**config.mk**
```make
export PLATFORM = sky130hd
export DESIGN_NAME = tx
export DESIGN_NICKNAME = d
export VERILOG_FILES = /design/src/rtl/uart_pkg.sv /design/src/rtl/tx_baud_gen.sv /design/src/rtl/tx.sv
export SDC_FILE = /design/constraint.sdc
export NUM_CORES = 1
export LEC_CHECK = 0
export CORE_MARGIN = 3
export CORE_UTILIZATION = 41
export DETAILED_ROUTE_END_ITERATION = 10
export PLACE_DENSITY = 0.69
export SYNTH_ARGS = -nofsm -noshare
export SYNTH_HDL_FRONTEND = slang
export SYNTH_SLANG_ARGS = --single-unit
export TNS_END_PERCENT = 5
```
**constraint.sdc**
```tcl
create_clock -name clk -period 5.1 [get_ports clk]
set_clock_uncertainty 0.15 [all_clocks]
set_input_delay 1.02 -clock clk [delete_from_list [all_inputs] [get_ports clk]]
set_output_delay 1.02 -clock clk [all_outputs]
set_load 0.05 [all_outputs]
```
**src/rtl/uart_pkg.sv**
```systemverilog
// uart_pkg -- shared UART definitions used by tx (and rx).
//
// Contents:
//   DEFAULT_CLKS_PER_BIT  clk cycles per serial bit (100 MHz clk, 9600 baud)
//   DATA_BITS             payload bits per frame
//   FRAME_BITS_8N1        start + 8 data + stop
//   FRAME_BITS_8E1        start + 8 data + even parity + stop
//   uart_state_t, ST_*    frame FSM state encoding
//   even_parity()         XOR reduction of a payload byte
//
// The parity state constant always exists here so that rx and tx share one
// encoding; whether a block ever enters it is decided by TX_PARITY_EN in
// that block.
package uart_pkg;

  localparam int DEFAULT_CLKS_PER_BIT = 10417;
  localparam int DATA_BITS            = 8;
  localparam int FRAME_BITS_8N1       = 10;
  localparam int FRAME_BITS_8E1       = 11;

  typedef logic [2:0] uart_state_t;

  localparam uart_state_t ST_IDLE   = 3'd0;
  localparam uart_state_t ST_START  = 3'd1;
  localparam uart_state_t ST_DATA   = 3'd2;
  localparam uart_state_t ST_PARITY = 3'd3;
  localparam uart_state_t ST_STOP   = 3'd4;

  function automatic logic even_parity(input logic [DATA_BITS-1:0] b);
    return ^b;
  endfunction

endpackage

```
**src/rtl/tx_baud_gen.sv**
```systemverilog
// baud_gen -- bit-period counter for the UART transmitter.
//
// Ports:
//   clk       in   system clock, rising edge
//   rst       in   synchronous active-high reset
//   clr       in   restart the bit period (frame start)
//   en        in   count while a frame is on the line
//   bit_tick  out  one-cycle pulse in the last cycle of each bit period
//
// The counter runs 0..CLKS_PER_BIT-1 and wraps to 0 on the tick, so the
// consumer advances its state on exactly the edge where the tick is high.
module baud_gen
  import uart_pkg::*;
#(
  parameter int CLKS_PER_BIT = DEFAULT_CLKS_PER_BIT
) (
  input  logic clk,
  input  logic rst,
  input  logic clr,
  input  logic en,
  output logic bit_tick
);

  // A one-cycle bit period still needs a 1-bit counter to hold the type legal.
  localparam int CNT_W = (CLKS_PER_BIT > 1) ? $clog2(CLKS_PER_BIT) : 1;
  localparam logic [CNT_W-1:0] CNT_MAX = CNT_W'(CLKS_PER_BIT - 1);

  logic [CNT_W-1:0] cnt;

  assign bit_tick = en && (cnt == CNT_MAX);

  always_ff @(posedge clk) begin
    if (rst || clr) begin
      cnt <= '0;
    end else if (en) begin
      cnt <= bit_tick ? '0 : cnt + CNT_W'(1);
    end
  end

endmodule

```
**src/rtl/tx.sv**
```systemverilog
// tx -- UART transmitter, 8N1 (8E1 when TX_PARITY_EN is defined).
//
// Ports:
//   clk         in   system clock, rising edge
//   rst         in   synchronous active-high reset
//   tx_en       in   transmitter enable, gates acceptance of new bytes
//   data_in     in   byte to send
//   data_valid  in   data_in holds a byte to send
//   data_ready  out  a byte can be accepted this cycle (IDLE, not in reset)
//   data_out    out  serial line, idle high
//   busy        out  a frame is on the line
//
// Configuration macro:
//   TX_PARITY_EN  insert an even-parity bit between bit 7 and the stop bit.
//
// data_out and busy are registered from the next-state decode so the line
// changes cleanly on the clock edge; the start bit therefore appears on the
// line directly after the acceptance edge.
module tx
  import uart_pkg::*;
#(
  parameter int CLKS_PER_BIT = DEFAULT_CLKS_PER_BIT
) (
  input  logic       clk,
  input  logic       rst,
  input  logic       tx_en,
  input  logic [7:0] data_in,
  input  logic       data_valid,
  output logic       data_ready,
  output logic       data_out,
  output logic       busy
);

  uart_state_t            state;
  uart_state_t            state_nxt;
  logic [2:0]             bit_idx;
  logic [2:0]             bit_idx_nxt;
  logic [DATA_BITS-1:0]   data_q;
  logic                   line_nxt;
  logic                   accept;
  logic                   bit_tick;

  // Ready is held low for as long as rst is asserted, and rises as soon as
  // rst falls because the state is already IDLE by then.
  assign data_ready = (state == ST_IDLE) && !rst;
  assign accept     = tx_en && data_valid && data_ready;

  baud_gen #(
    .CLKS_PER_BIT (CLKS_PER_BIT)
  ) u_baud_gen (
    .clk      (clk),
    .rst      (rst),
    .clr      (accept),
    .en       (state != ST_IDLE),
    .bit_tick (bit_tick)
  );

  always_comb begin
    state_nxt   = state;
    bit_idx_nxt = bit_idx;
    case (state)
      ST_IDLE: begin
        if (accept) begin
          state_nxt   = ST_START;
          bit_idx_nxt = 3'd0;
        end
      end
      ST_START: begin
        if (bit_tick) begin
          state_nxt = ST_DATA;
        end
      end
      ST_DATA: begin
        if (bit_tick) begin
          if (bit_idx == 3'd7) begin
`ifdef TX_PARITY_EN
            state_nxt = ST_PARITY;
`else
            state_nxt = ST_STOP;
`endif
            // Leave the index parked at 0 outside DATA instead of wrapping.
            bit_idx_nxt = 3'd0;
          end else begin
            bit_idx_nxt = bit_idx + 3'd1;
          end
        end
      end
`ifdef TX_PARITY_EN
      ST_PARITY: begin
        if (bit_tick) begin
          state_nxt = ST_STOP;
        end
      end
`endif
      ST_STOP: begin
        if (bit_tick) begin
          state_nxt = ST_IDLE;
        end
      end
      default: begin
        state_nxt   = ST_IDLE;
        bit_idx_nxt = 3'd0;
      end
    endcase
  end

  // Line level for the cycle after this edge; data_q is already latched by
  // the time DATA is entered, since acceptance happens one full bit earlier.
  always_comb begin
    line_nxt = 1'b1;
    case (state_nxt)
      ST_START:  line_nxt = 1'b0;
      ST_DATA:   line_nxt = data_q[bit_idx_nxt];
`ifdef TX_PARITY_EN
      ST_PARITY: line_nxt = even_parity(data_q);
`endif
      default:   line_nxt = 1'b1;
    endcase
  end

  always_ff @(posedge clk) begin
    if (rst) begin
      state    <= ST_IDLE;
      bit_idx  <= 3'd0;
      data_out <= 1'b1;
      busy     <= 1'b0;
      data_q   <= '0;
    end else begin
      state    <= state_nxt;
      bit_idx  <= bit_idx_nxt;
      data_out <= line_nxt;
      busy     <= (state_nxt != ST_IDLE);
      // Only the acceptance edge loads the byte, so data_in is free to move
      // for the rest of the frame.
      if (accept) begin
        data_q <= data_in;
      end
    end
  end

endmodule

```
After elaboration in Yosys (flattened, before gate mapping)
Index checks and enable logic that the tools add are counted.
- bits in registers: 30
- latch bits: 0
- memory bits (writable): 0
- bits in read-only memories: 0
- input port bits: 12
- output and inout bits: 3
- word-level logic and storage cells: 40
- memories kept: 0
- $add $sub $neg: 2
- $mul: 0
- div/mod/pow operators: 0
- order comparisons: 1
- equality and inequality tests: 7
- shift-type cells: 0
- mux-type cells: 14
- bitwise operators: 0
- reduce and logical (&&, ||, !) cells: 10
- operator list (operator ; count):
    3-bit 2-to-1 mux ; 8
    14-bit by 1-bit adder with 14-bit output (second input constant) ; 1
    14-bit == test (second input constant) ; 1
    14-bit 2-to-1 mux ; 1
    3-bit one-hot mux with 4 select lines ; 1
    3-bit one-hot mux with 3 select lines ; 1
    3-bit by 1-bit == test with 1-bit output (second input constant) ; 2
    3-bit by 2-bit == test with 1-bit output (second input constant) ; 2
    3-bit == test (second input constant) ; 2
    3-bit nonzero test ; 2
    1-bit logical AND ; 4
    3-bit by 4-bit < comparator with 1-bit output (second input constant) ; 1
    3-bit by 1-bit adder with 3-bit output (second input constant) ; 1
    1-bit binary-select mux with 3-bit select ; 1
    3-bit logical NOT ; 1
    1-bit one-hot mux with 2 select lines ; 1
    2-bit OR reduction ; 1
    1-bit logical NOT ; 1
    1-bit logical OR ; 1
    1-bit 2-to-1 mux ; 1

Longest topological paths before layout
- word-level depth: 8
- depth in mapped cells: 10
- mapped depth without buffers: 10

Modules after synthesis
From an unflattened synthesis, not the netlist that was laid out.
- cells, all modules: 185
- area, all modules: 1577.8 µm²
- modules (own cells, without submodules) (module ; instances ; cells an instance ; area each (µm²) ; seq. area each (µm²)):
    tx ; 1 ; 105 ; 885.8 ; 320.3
    baud_gen ; 1 ; 80 ; 691.9 ; 280.3

Worst setup path before layout
Ideal clock, no wire load.
- kind: input-to-output
- from: in rst
- to: out data_ready
- arrival: 2.088 ns
- data required time: 3.930 ns
- path slack: 1.842 ns
- stages on the path: 3
- cells stage by stage: clkbuf_1 > clkbuf_1 > nor2_1
- word-level cells in the longest chain between the ends: 2
- RTL lines (item ; RTL line ; RTL):
    start: declaration ; tx.sv:25 ; input logic rst,
    1-bit logical NOT ; tx.sv:45 ; assign data_ready = (state == ST_IDLE) && !rst;
    1-bit logical AND ; tx.sv:45 ;
    end: declaration ; tx.sv:29 ; output logic data_ready,
Every way passes these cells.

Worst setup path in the final report
Same ends and word-level chain as after synthesis.

==> impl_results.md <==
- Cells after DPL: 223
- Arr. time, crit path: 2.53 ns
- Post-CTS Setup Bufs: 0
- Avg Cell Area, Syn: 8.96 um2
- Die X: 66.4 um
- Num CTS Buffers: 5
- Mux cell area share after synthesis: 0.0334
- Post-route minimum period: 3.70 ns
- First-pass GRT wire length: 4.57 mm
- Share of layout cells above drive strength 1: 0.119
- VDD IR max: 127 uV
- PortBufs: 14
- Drt drc: 0
- H-tree depth: 2
- Grt ovf: 0
- DR iter-0 viols: 50
- Clock Tree Root: clkbuf_4
- Fin Hold WS: 0.332 ns
- Post-synth EDFFs: 0
- Cts hold-fix bufs: 0
- Area added between synthesis and finish: 16.3%
- Worst Path Required: 3.93 ns
- Main combinational cell family by area after synthesis: simple AND/OR/NAND/NOR gates
- Post-DP HPWL: 1.98 mm
- I/O Pins: 15
- Fin util: 0.510
- Ranking of synthesized cells by area: dfxtp_1 (40%), nor2_1 (5.5%), nand2_1 (4.5%), xor2_1 (4.1%), o21ai_0 (4.0%)
- Tot GR Track Use: 0.135
- Post-synthesis compound-gate area fraction: 0.191
- ANT nets after route: 0
- Drt wl/cell: 11.5 um
- DIE HEIGHT: 66.4 um
- Final period utilization: 0.726
- Final setup vio count: 0
- Yosys top cell area share: 0.401
- Router iterations before antenna repair: 4
- Vias in the first global route: 1,154
- Status: finished clean
- Ys async rst share: 0
- Post-synth top cells: dfxtp_1 (30), nor2_1 (22), nand2_1 (18), o21ai_0 (12), nand2b_1 (8)
- Slew of the pin with the lowest slew margin: 0.929 ns
- Crit. End Element: primary output
- Initial antenna violation count: 0
- Sequential area share after synthesis: 0.401
- RSZ-0062 raised after global routing: no
- Gate Count Post-Synth: 167
- Final WL: 2.66 mm
- Layout net count: 200
- Xor/xnor share of the synthesized area: 0.0585
- Clock sinks: 30
- Core ar.: 3420 um2
- Slew Limit Headroom: 0.377
- RePlAce Congestion: 0.816
- Adder-Cell Fraction of Synth Area: 0.0334
- Ys Warns: 0
- Post-Syn Nets: 183
- CTS tree: built
- Number of synthesized register bits: 30
- Kind of critical path: primary input to primary output
- Site Rows: 21
- Startpoint types: primary input
- Max Cap Violations: 0
- Max Slew Vio Count: 0
- Worst-skew pair later-pin latency: 0.32 ns
- # diodes: 0
- Via-to-Cell Ratio: 5.09
- Synth Area in Simple Gates: 0.256
- Starting Density: 0.438
- Clk slew on worst S/H paths: 0.08 ns
- Via Count: 1,176
- Post-synth top flop: dfxtp_1
- Pwr/cell area: 246 nW/um2
- Maximum clock path buffer count: 2
- Largest net degree at the start of global routing: 20
- Post_cts resized: 0
- Yosys cell types: 38
- Final hold vios: 0
- Total die area: 4410 um2
- Highest clock rate: 270 MHz
- Pleak: 0.667 nW
- Setup slack, reg-to-reg: 2.66 ns
- Leading area contributor after synthesis: dfxtp_1
- Critical path peak fanout: 19
- Mapped Area: 1500 um2
- Fillers: 329
- Setup TNS: 0 ns
- Worst hold-check path type: flip-flop to flip-flop
- Most frequent cell after synthesis: dfxtp_1
- Fin cells: 231
## cell type report
| cell class | instances | area (um2) | area share |
|---|---|---|---|
| Tap cell | 46 | 57.6 | 0.0331 |
| Multi-Input combinational cell | 127 | 856 | 0.492 |
| Sequential cell | 30 | 601 | 0.345 |
| Clock buffer | 7 | 55.1 | 0.0316 |
| Inverter | 5 | 18.8 | 0.0108 |
| Timing Repair Buffer | 15 | 148 | 0.0848 |
| Clock inverter | 1 | 5.00 | 0.00288 |
## cell families after synthesis
kind of cell / Yosys count
adder cells (fa/ha/maj): 4
AO/OA/AOI/OAI: 35
XOR/XNOR: 10
flip-flops: 30
buffers and inverters: 10
AND/OR/NAND/NOR: 73
multiplexers: 5
## metrics by stage
stage / power (mW) / instance area [um2] / worst slack (ns)
after CTS: 0.434 / 1740 / 1.39
after global placement: 0.288 / 1680 / 1.39
after detailed placement: 0.289 / 1680 / 1.39
after floorplan: 0.273 / 1500 / 1.84
final: 0.428 / 1740 / 1.40
after global routing: 0.446 / 1740 / 1.32
## metal layers
layer	up-vias	track usage	routed length [um]
met5	-	0	0
met4	0	0.0558	37
met3	4	0.0408	100
met2	25	0.234	1260
met1	529	0.151	1260
li1	618	-	-
## sequential cells by signal, summed over array words and instances (netlist names)
name	cells
u_baud_gen.cnt	14
data_q	8
bit_idx	3
state	3
busy	1
data_out	1
## critical path, stage by stage
cell and delay, ns:
clkdlybuf4s50_1 0.39, buf_4 0.19, nor2_1 0.11, clkdlybuf4s50_1 0.81
## where the power goes
group,internal (mW),switching (mW)
registers,0.240,0.00467
clock network,0.0667,0.0784
logic,0.0186,0.0201
total,0.325,0.103
## layout by cell type, fill, tap and decap left out, types with 3 or more instances in the layout
| cell type | Yosys | layout |
|---|---|---|
| or3_1 | 4 | 4 |
| nand3_1 | 5 | 5 |
| clkdlybuf4s50_1 | 0 | 14 |
| nor2_1 | 22 | 22 |
| mux2i_1 | 5 | 5 |
| dfxtp_1 | 30 | 30 |
| o21ai_0 | 12 | 12 |
| nand2b_1 | 8 | 8 |
| nand2_1 | 18 | 18 |
| ha_1 | 4 | 4 |
| inv_1 | 5 | 5 |
| a21oi_1 | 7 | 7 |
| xor2_1 | 7 | 7 |
| clkbuf_4 | 0 | 5 |
| a31oi_1 | 3 | 3 |
| xnor2_1 | 3 | 3 |
| and2_1 | 3 | 3 |
## final timing paths
path,startpoint,to,cells after the start
worst max-delay path,rst,data_ready,4
worst min register to register,data_q[3],data_q[3],2
worst max register to register,u_baud_gen.cnt[11],data_out,8
worst min-delay path,data_q[3],data_q[3],2
Note: power is estimated with default switching activity, not from simulation.
